**src/rtl/load_store_unit.sv**
```systemverilog
// Memory-stage load/store unit: one access per handshake, word-addressed data port
// with byte-lane masks, formatted load results and one-cycle error pulses.
module load_store_unit #(
    parameter int TIMEOUT = 16
) (
    input  logic        clk_i,
    input  logic        rst_i,
    input  logic        req_valid_i,
    output logic        req_ready_o,
    input  logic        req_we_i,
    input  logic [2:0]  req_funct3_i,
    input  logic [31:0] req_addr_i,
    input  logic [31:0] req_wdata_i,
    output logic        mem_req_o,
    output logic        mem_we_o,
    output logic [31:0] mem_addr_o,
    output logic [31:0] mem_wdata_o,
    output logic [3:0]  mem_bmask_o,
    input  logic        mem_ack_i,
    input  logic [31:0] mem_rdata_i,
    output logic [31:0] mem_data_o,
    output logic        done_o,
    output logic        err_o,
    output logic [1:0]  err_code_o
);

    localparam int CW = $clog2(TIMEOUT + 1);

    typedef enum logic [1:0] {IDLE, ACCESS, RESP} state_t;

    typedef struct packed {
        logic       we;
        logic [2:0] f3;
        logic [1:0] lo;
    } req_t;

    state_t          state, state_n;
    req_t            rq;
    logic [CW-1:0]   cnt;
    logic            accept, illegal, misaligned, tmo;
    logic [3:0]      lane_mask;
    logic [3:0][7:0] lane_wd;
    logic [7:0]      ld_b;
    logic [15:0]     ld_h;
    logic [31:0]     ld_fmt;

    assign req_ready_o = (state == IDLE);
    assign accept      = req_valid_i & req_ready_o;
    assign mem_req_o   = (state == ACCESS);
    assign mem_we_o    = mem_req_o & rq.we;
    assign done_o      = (state == RESP);

    assign illegal    = req_we_i ? (req_funct3_i > 3'd2)
                                 : (req_funct3_i == 3'd3 || req_funct3_i[2:1] == 2'b11);
    assign misaligned = (req_funct3_i[1:0] == 2'b01 && req_addr_i[0]) ||
                        (req_funct3_i[1:0] == 2'b10 && req_addr_i[1:0] != 2'b00);

    // An ack in the final allowed cycle still completes normally.
    assign tmo = (state == ACCESS) && !mem_ack_i && (cnt == CW'(TIMEOUT - 1));

    // Per byte lane: enable and store data replicated into that lane.
    for (genvar k = 0; k < 4; k++) begin : g_lane
        localparam logic [1:0] L = 2'(k);
        assign lane_mask[k] = (req_funct3_i[1:0] == 2'b00) ? (req_addr_i[1:0] == L) :
                              (req_funct3_i[1:0] == 2'b01) ? (req_addr_i[1] == L[1]) : 1'b1;
        assign lane_wd[k]   = (req_funct3_i[1:0] == 2'b00) ? req_wdata_i[7:0] :
                              (req_funct3_i[1:0] == 2'b01) ? req_wdata_i[8*(k%2) +: 8] :
                                                             req_wdata_i[8*k +: 8];
    end

    always_comb begin
        ld_b = mem_rdata_i[7:0];
        case (rq.lo)
            2'd1:    ld_b = mem_rdata_i[15:8];
            2'd2:    ld_b = mem_rdata_i[23:16];
            2'd3:    ld_b = mem_rdata_i[31:24];
            default: ld_b = mem_rdata_i[7:0];
        endcase
        ld_h = rq.lo[1] ? mem_rdata_i[31:16] : mem_rdata_i[15:0];
        case (rq.f3)
            3'b000:  ld_fmt = {{24{ld_b[7]}}, ld_b};
            3'b100:  ld_fmt = {24'd0, ld_b};
            3'b001:  ld_fmt = {{16{ld_h[15]}}, ld_h};
            3'b101:  ld_fmt = {16'd0, ld_h};
            default: ld_fmt = mem_rdata_i;
        endcase
    end

    always_ff @(posedge clk_i or posedge rst_i) begin
        if (rst_i) state <= IDLE;
        else       state <= state_n;
    end

    always_comb begin
        state_n = state;
        case (state)
            IDLE:    if (accept && !illegal && !misaligned) state_n = ACCESS;
            ACCESS:  if (mem_ack_i) state_n = RESP;
                     else if (tmo)  state_n = IDLE;
            RESP:    state_n = IDLE;
            default: state_n = IDLE;
        endcase
    end

    always_ff @(posedge clk_i or posedge rst_i) begin
        if (rst_i) begin
            rq          <= '0;
            cnt         <= '0;
            mem_addr_o  <= '0;
            mem_wdata_o <= '0;
            mem_bmask_o <= '0;
            mem_data_o  <= '0;
            err_o       <= 1'b0;
            err_code_o  <= 2'b00;
        end else begin
            err_o <= 1'b0;
            if (accept) begin
                rq          <= '{we: req_we_i, f3: req_funct3_i, lo: req_addr_i[1:0]};
                cnt         <= '0;
                mem_addr_o  <= {req_addr_i[31:2], 2'b00};
                mem_wdata_o <= lane_wd;
                mem_bmask_o <= lane_mask;
                if (illegal) begin
                    err_o      <= 1'b1;
                    err_code_o <= 2'b10;
                end else if (misaligned) begin
                    err_o      <= 1'b1;
                    err_code_o <= 2'b01;
                end
            end
            if (state == ACCESS) begin
                if (mem_ack_i) begin
                    if (!rq.we) mem_data_o <= ld_fmt;
                end else begin
                    cnt <= cnt + CW'(1);
                    if (tmo) begin
                        err_o      <= 1'b1;
                        err_code_o <= 2'b11;
                    end
                end
            end
        end
    end

endmodule

```
**config.mk**
```make
export PLATFORM = sky130hd
export DESIGN_NAME = load_store_unit
export DESIGN_NICKNAME = d
export VERILOG_FILES = /design/src/rtl/load_store_unit.sv
export SDC_FILE = /design/constraint.sdc
export NUM_CORES = 1
export LEC_CHECK = 0
export BUFFER_PORTS_ARGS = -buffer_cell sky130_fd_sc_hd__clkbuf_2
export CORE_UTILIZATION = 50
export DETAILED_ROUTE_END_ITERATION = 7
export PLACE_DENSITY = 0.87
export SYNTH_ARGS = -nofsm -noshare
export SYNTH_HDL_FRONTEND = slang
export SYNTH_SLANG_ARGS = --single-unit
```
**constraint.sdc**
```tcl
create_clock -name clk_i -period 10.5 [get_ports clk_i]
set_input_delay 1.575 -clock clk_i [delete_from_list [all_inputs] [get_ports clk_i]]
set_output_delay 1.575 -clock clk_i [all_outputs]
set_load 0.02 [all_outputs]
```
==> reports/qor_table.md <==
| Metric | Value |
|---|---|
| Number of nets with antenna violations after routing | 0 |
| Cell with the most instances after synthesis | sky130_fd_sc_hd__nand2_1 |
| Share of cell area taken by muxes after synthesis | 6.80% |
| Area growth, synth to finish | 31.0% |
| Cells on Worst Hold Path | 2 |
| Synthesized cell area | 0.00532 mm^2 |
| Synthesized-area fraction occupied by xor and xnor cells | 0% |
| Layout Skew | 7.42 ps |
| Hold violation total from the final report | 0 |
| Initial core utilization | 51.5% |
| Destination of the worst register-to-register timing path | mem_data_o[31]$_DFFE_PP0P_ |
| Net count, final | 878 |
| Worst slew slack as a fraction of its limit | 27.3% |
| Final clock period utilization by the worst path | 31.1% |
| Cell types with the largest area share after synthesis | sky130_fd_sc_hd__dfrtp_1 (54%), sky130_fd_sc_hd__nand2_1 (13%), sky130_fd_sc_hd__mux2i_1 (4.9%) |
| Count of placed standard cells in the final layout, fillers left out | 921 |
| Flip-flop cell with the highest count after synthesis | sky130_fd_sc_hd__dfrtp_1 |
| Shortest period the worst path allows | 3270 ps |
| Setup repair after global routing missed its margin | false |
| Logic gate share of total power | 30.1% |
| Synthesized-area fraction occupied by adder cells | 0.471% |
| Initial DRC Count | 300 |
| Instance count after placement with tap cells included | 889 |
| Number of core rows | 37 |
| Final weighted congestion in routability-driven placement | 0.912 |
| Flop pwr share | 36.8% |
| Max FO, Critical Path | 7 |
| Ordered list of cells on the worst path | nor2b_1, and2_1, clkbuf_2 |
| Area fraction of the dominant cell type after synthesis | 53.7% |
| Number of gates resized after CTS | 0 |
| Total global routing overflow | 0 |
| Synthesized-area fraction occupied by ao, oa, aoi and oai cells | 11.1% |
| Chip width | 105 um |
| Type of origin of the critical path | register |
| Endpoint kind of the worst setup timing path | output port |
| Port bufs | 208 |
| Status | completed |
| Pin slew with the least headroom to its limit | 1090 ps |
| CP max-delay cell | sky130_fd_sc_hd__dfrtp_1 |
| Launch point of the critical path | state[0]$_DFFE_PP0P_ |
| Register-to-register setup slack | 7870 ps |
| Largest net degree at the start of global routing | 103 |
| Logic depth of the worst register-to-register path | 4 |
| DP HPWL | 10400 um |
| Max Transition Viols Final | 0 |
| TritonCTS clock tree | built |
| Overall routed net length | 14500 um |
| Max-Cap Viols | 0 |
| Area of the die | 0.0110 mm^2 |
| Total power | 0.00180 W |
| Share of flip-flops with an asynchronous set or reset after synthesis | 100% |
| Reg area | 0.00285 mm^2 |
| Routed via count | 5014 |
| Deepest clock path buffer count | 2 |
| Average size of a mapped cell | 9.15 um^2 |
| Maximum resistive drop on vdd | 0.000116 V |
| Count of warnings emitted by yosys | 0 |
| Clock transition at the registers of the reported paths | 60 ps |
| Number of buffers added for setup after CTS | 0 |
| Post-Place Worst Slack | 7270 ps |
| Sum of negative setup slack | 0 ps |
| Die Height | 105 um |
| Largest stage delay on the critical path | 460 ps |
| Inserted Clock Buffers | 17 |
| Number of diodes added for antenna fixing | 0 |
| Final worst hold slack | 472 ps |
| Number of standard cells after synthesis | 581 |
| Sw power | 0.000652 W |
| DRC violation count after routing | 0 |
| Core box area | 0.0103 mm^2 |
| Internal power of the cells | 0.00115 W |
| Worst r2r src | rq[1]$_DFFE_PP0P_ |
| # clock sinks | 114 |
| Seq/Total Area, Yosys | 53.7% |
| Share of cells above drive strength 1 | 34.0% |
| Max Clock Freq | 306 MHz |
| Switch share | 36.2% |
| Count of cell types in the netlist | 43 |
| Initial antenna violation count | 0 |
| Number of synthesized flops with an enable pin | 0 |
| Cts hold-fix bufs | 0 |
| Global-route usage over all layers | 27.4% |
| Number of endpoints failing setup at the final stage | 0 |
| Area taken by multi-input logic gates | 0.00224 mm^2 |
| Cell area power density | 258 mW/mm^2 |
| Total I/O pin count | 211 |
| Worst path setup slack after routing | 7230 ps |
| Worst setup path category | reg -> out |
| Critical path endpoint | mem_we_o |
| Cell chosen for the clock root | sky130_fd_sc_hd__clkbuf_8 |
| Min-delay worst type | reg -> reg |
| Pre-Repair DR Iteration Count | 5 |
| Wire per inst | 15.8 um |
| Post-synth top cells | sky130_fd_sc_hd__nand2_1 (189), sky130_fd_sc_hd__dfrtp_1 (114), sky130_fd_sc_hd__o21ai_0 (46) |
| Synthesized flop and latch total | 114 |
| H-Tree Level Count | 4 |
| Simple-gate area share of the yosys netlist | 23.4% |
| Most area-hungry cell type in the Yosys netlist | sky130_fd_sc_hd__dfrtp_1 |
| Part of the power in the clock network | 33.1% |
| Ratio of routed vias to standard cells | 5.44 |
| Clock latency on the worst-skew pair | 520 ps |
| Worst endpoint required time | 8930 ps |
| Wire length of the first global-routing pass | 23400 um |
| Number of global-route vias before repair | 4898 |
| Leakage | 3.66 nW |
| Crit path arrival time | 1690 ps |
| Combinational family with the most area after synthesis | simple AND/OR/NAND/NOR gates |
| Filler Cells Inserted | 812 |
## power groups by stage
stage | combinational (W) | clock (W) | sequential (W)
2_1_floorplan | 0.000215 | 0 | 0.000788
3_3_place_gp | 0.000528 | 0 | 0.000660
3_5_place_dp | 0.000543 | 0 | 0.000666
4_1_cts | 0.000545 | 0.000603 | 0.000661
5_1_grt | 0.000589 | 0.000625 | 0.000678
6_report | 0.000541 | 0.000595 | 0.000662
## critical path: cells and delay by family (launching register included)
kind          cells  cell delay, ps
simple gates      2             560
flops             1             460
buf+inv           1             160
## cell type report
cell class                      instances  share of cell area (%)
Clock buffer                           19                    6.20
Clock inverter                         13                    2.66
Inverter                                8                   0.467
Multi-Input combinational cell        421                    32.1
Sequential cell                       114                    41.0
Tap cell                              136                    2.44
Timing Repair Buffer                  210                    15.2
## cell families (layout without fill, tap and decap cells)
logic type                 Yosys count  after routing
adders and majority gates            2              2
DFF                                114            114
and+or+nand+nor                    284            284
AOI/OAI and AO/OA                   99             99
muxes                               34             34
buffers and inverters               47            250
other                                1              2
## how the worst min path moves through the flow
stage	startpoint	endpoint
final	mem_wdata_o[0]$_DFFE_PP0P_	mem_wdata_o[0]$_DFFE_PP0P_
after global routing	mem_addr_o[2]$_DFFE_PP0P_	mem_addr_o[2]$_DFFE_PP0P_
after CTS	mem_wdata_o[0]$_DFFE_PP0P_	mem_wdata_o[0]$_DFFE_PP0P_
after detailed placement	mem_wdata_o[0]$_DFFE_PP0P_	mem_wdata_o[0]$_DFFE_PP0P_
after global placement	mem_addr_o[6]$_DFFE_PP0P_	mem_addr_o[6]$_DFFE_PP0P_
after floorplan	cnt[3]$_DFF_PP0_	cnt[3]$_DFF_PP0_
## state kept, by name, indices dropped and copies added, names as in the netlist
| signal | flops |
|---|---|
| mem_bmask_o | 4 |
| mem_data_o | 32 |
| mem_wdata_o | 32 |
| mem_addr_o | 30 |
| cnt | 5 |
| err_o | 1 |
| rq | 6 |
| state | 2 |
| err_code_o | 2 |
## cells in the final DEF, fill, tap and decap left out, types with 4 or more instances in the layout
cell / n
sky130_fd_sc_hd__a31oi_1: 6
sky130_fd_sc_hd__inv_1: 7
sky130_fd_sc_hd__nor2b_1: 4
sky130_fd_sc_hd__bufinv_16: 4
sky130_fd_sc_hd__a21oi_1: 29
sky130_fd_sc_hd__o21ai_0: 46
sky130_fd_sc_hd__o221a_2: 4
sky130_fd_sc_hd__mux2_2: 7
sky130_fd_sc_hd__or2_2: 4
sky130_fd_sc_hd__nor2_1: 23
sky130_fd_sc_hd__nor3_1: 6
sky130_fd_sc_hd__nand3b_1: 10
sky130_fd_sc_hd__nand2_1: 189
sky130_fd_sc_hd__nor3b_1: 4
sky130_fd_sc_hd__nand3_1: 27
sky130_fd_sc_hd__clkinvlp_4: 5
sky130_fd_sc_hd__mux2i_1: 26
sky130_fd_sc_hd__and3_1: 4
sky130_fd_sc_hd__clkbuf_16: 16
sky130_fd_sc_hd__dfrtp_1: 114
sky130_fd_sc_hd__clkbuf_2: 208
## per-stage QoR
stage | area, um^2 | util [%]
after floorplan | 5320 | -
after CTS | 6970 | 67.5
after global routing | 6970 | 67.5
after detailed placement | 6350 | 61.5
final | 6970 | 67.5
after global placement | 6350 | 61.5
## layer usage
layer | global-route usage (%) | part of all wire (%)
met3 | 7.80 | 8.1
met4 | 13.3 | 3.3
met5 | 0 | 0
met1 | 32.7 | 39
met2 | 45.4 | 50
Note: power is estimated with default switching activity, not from simulation.
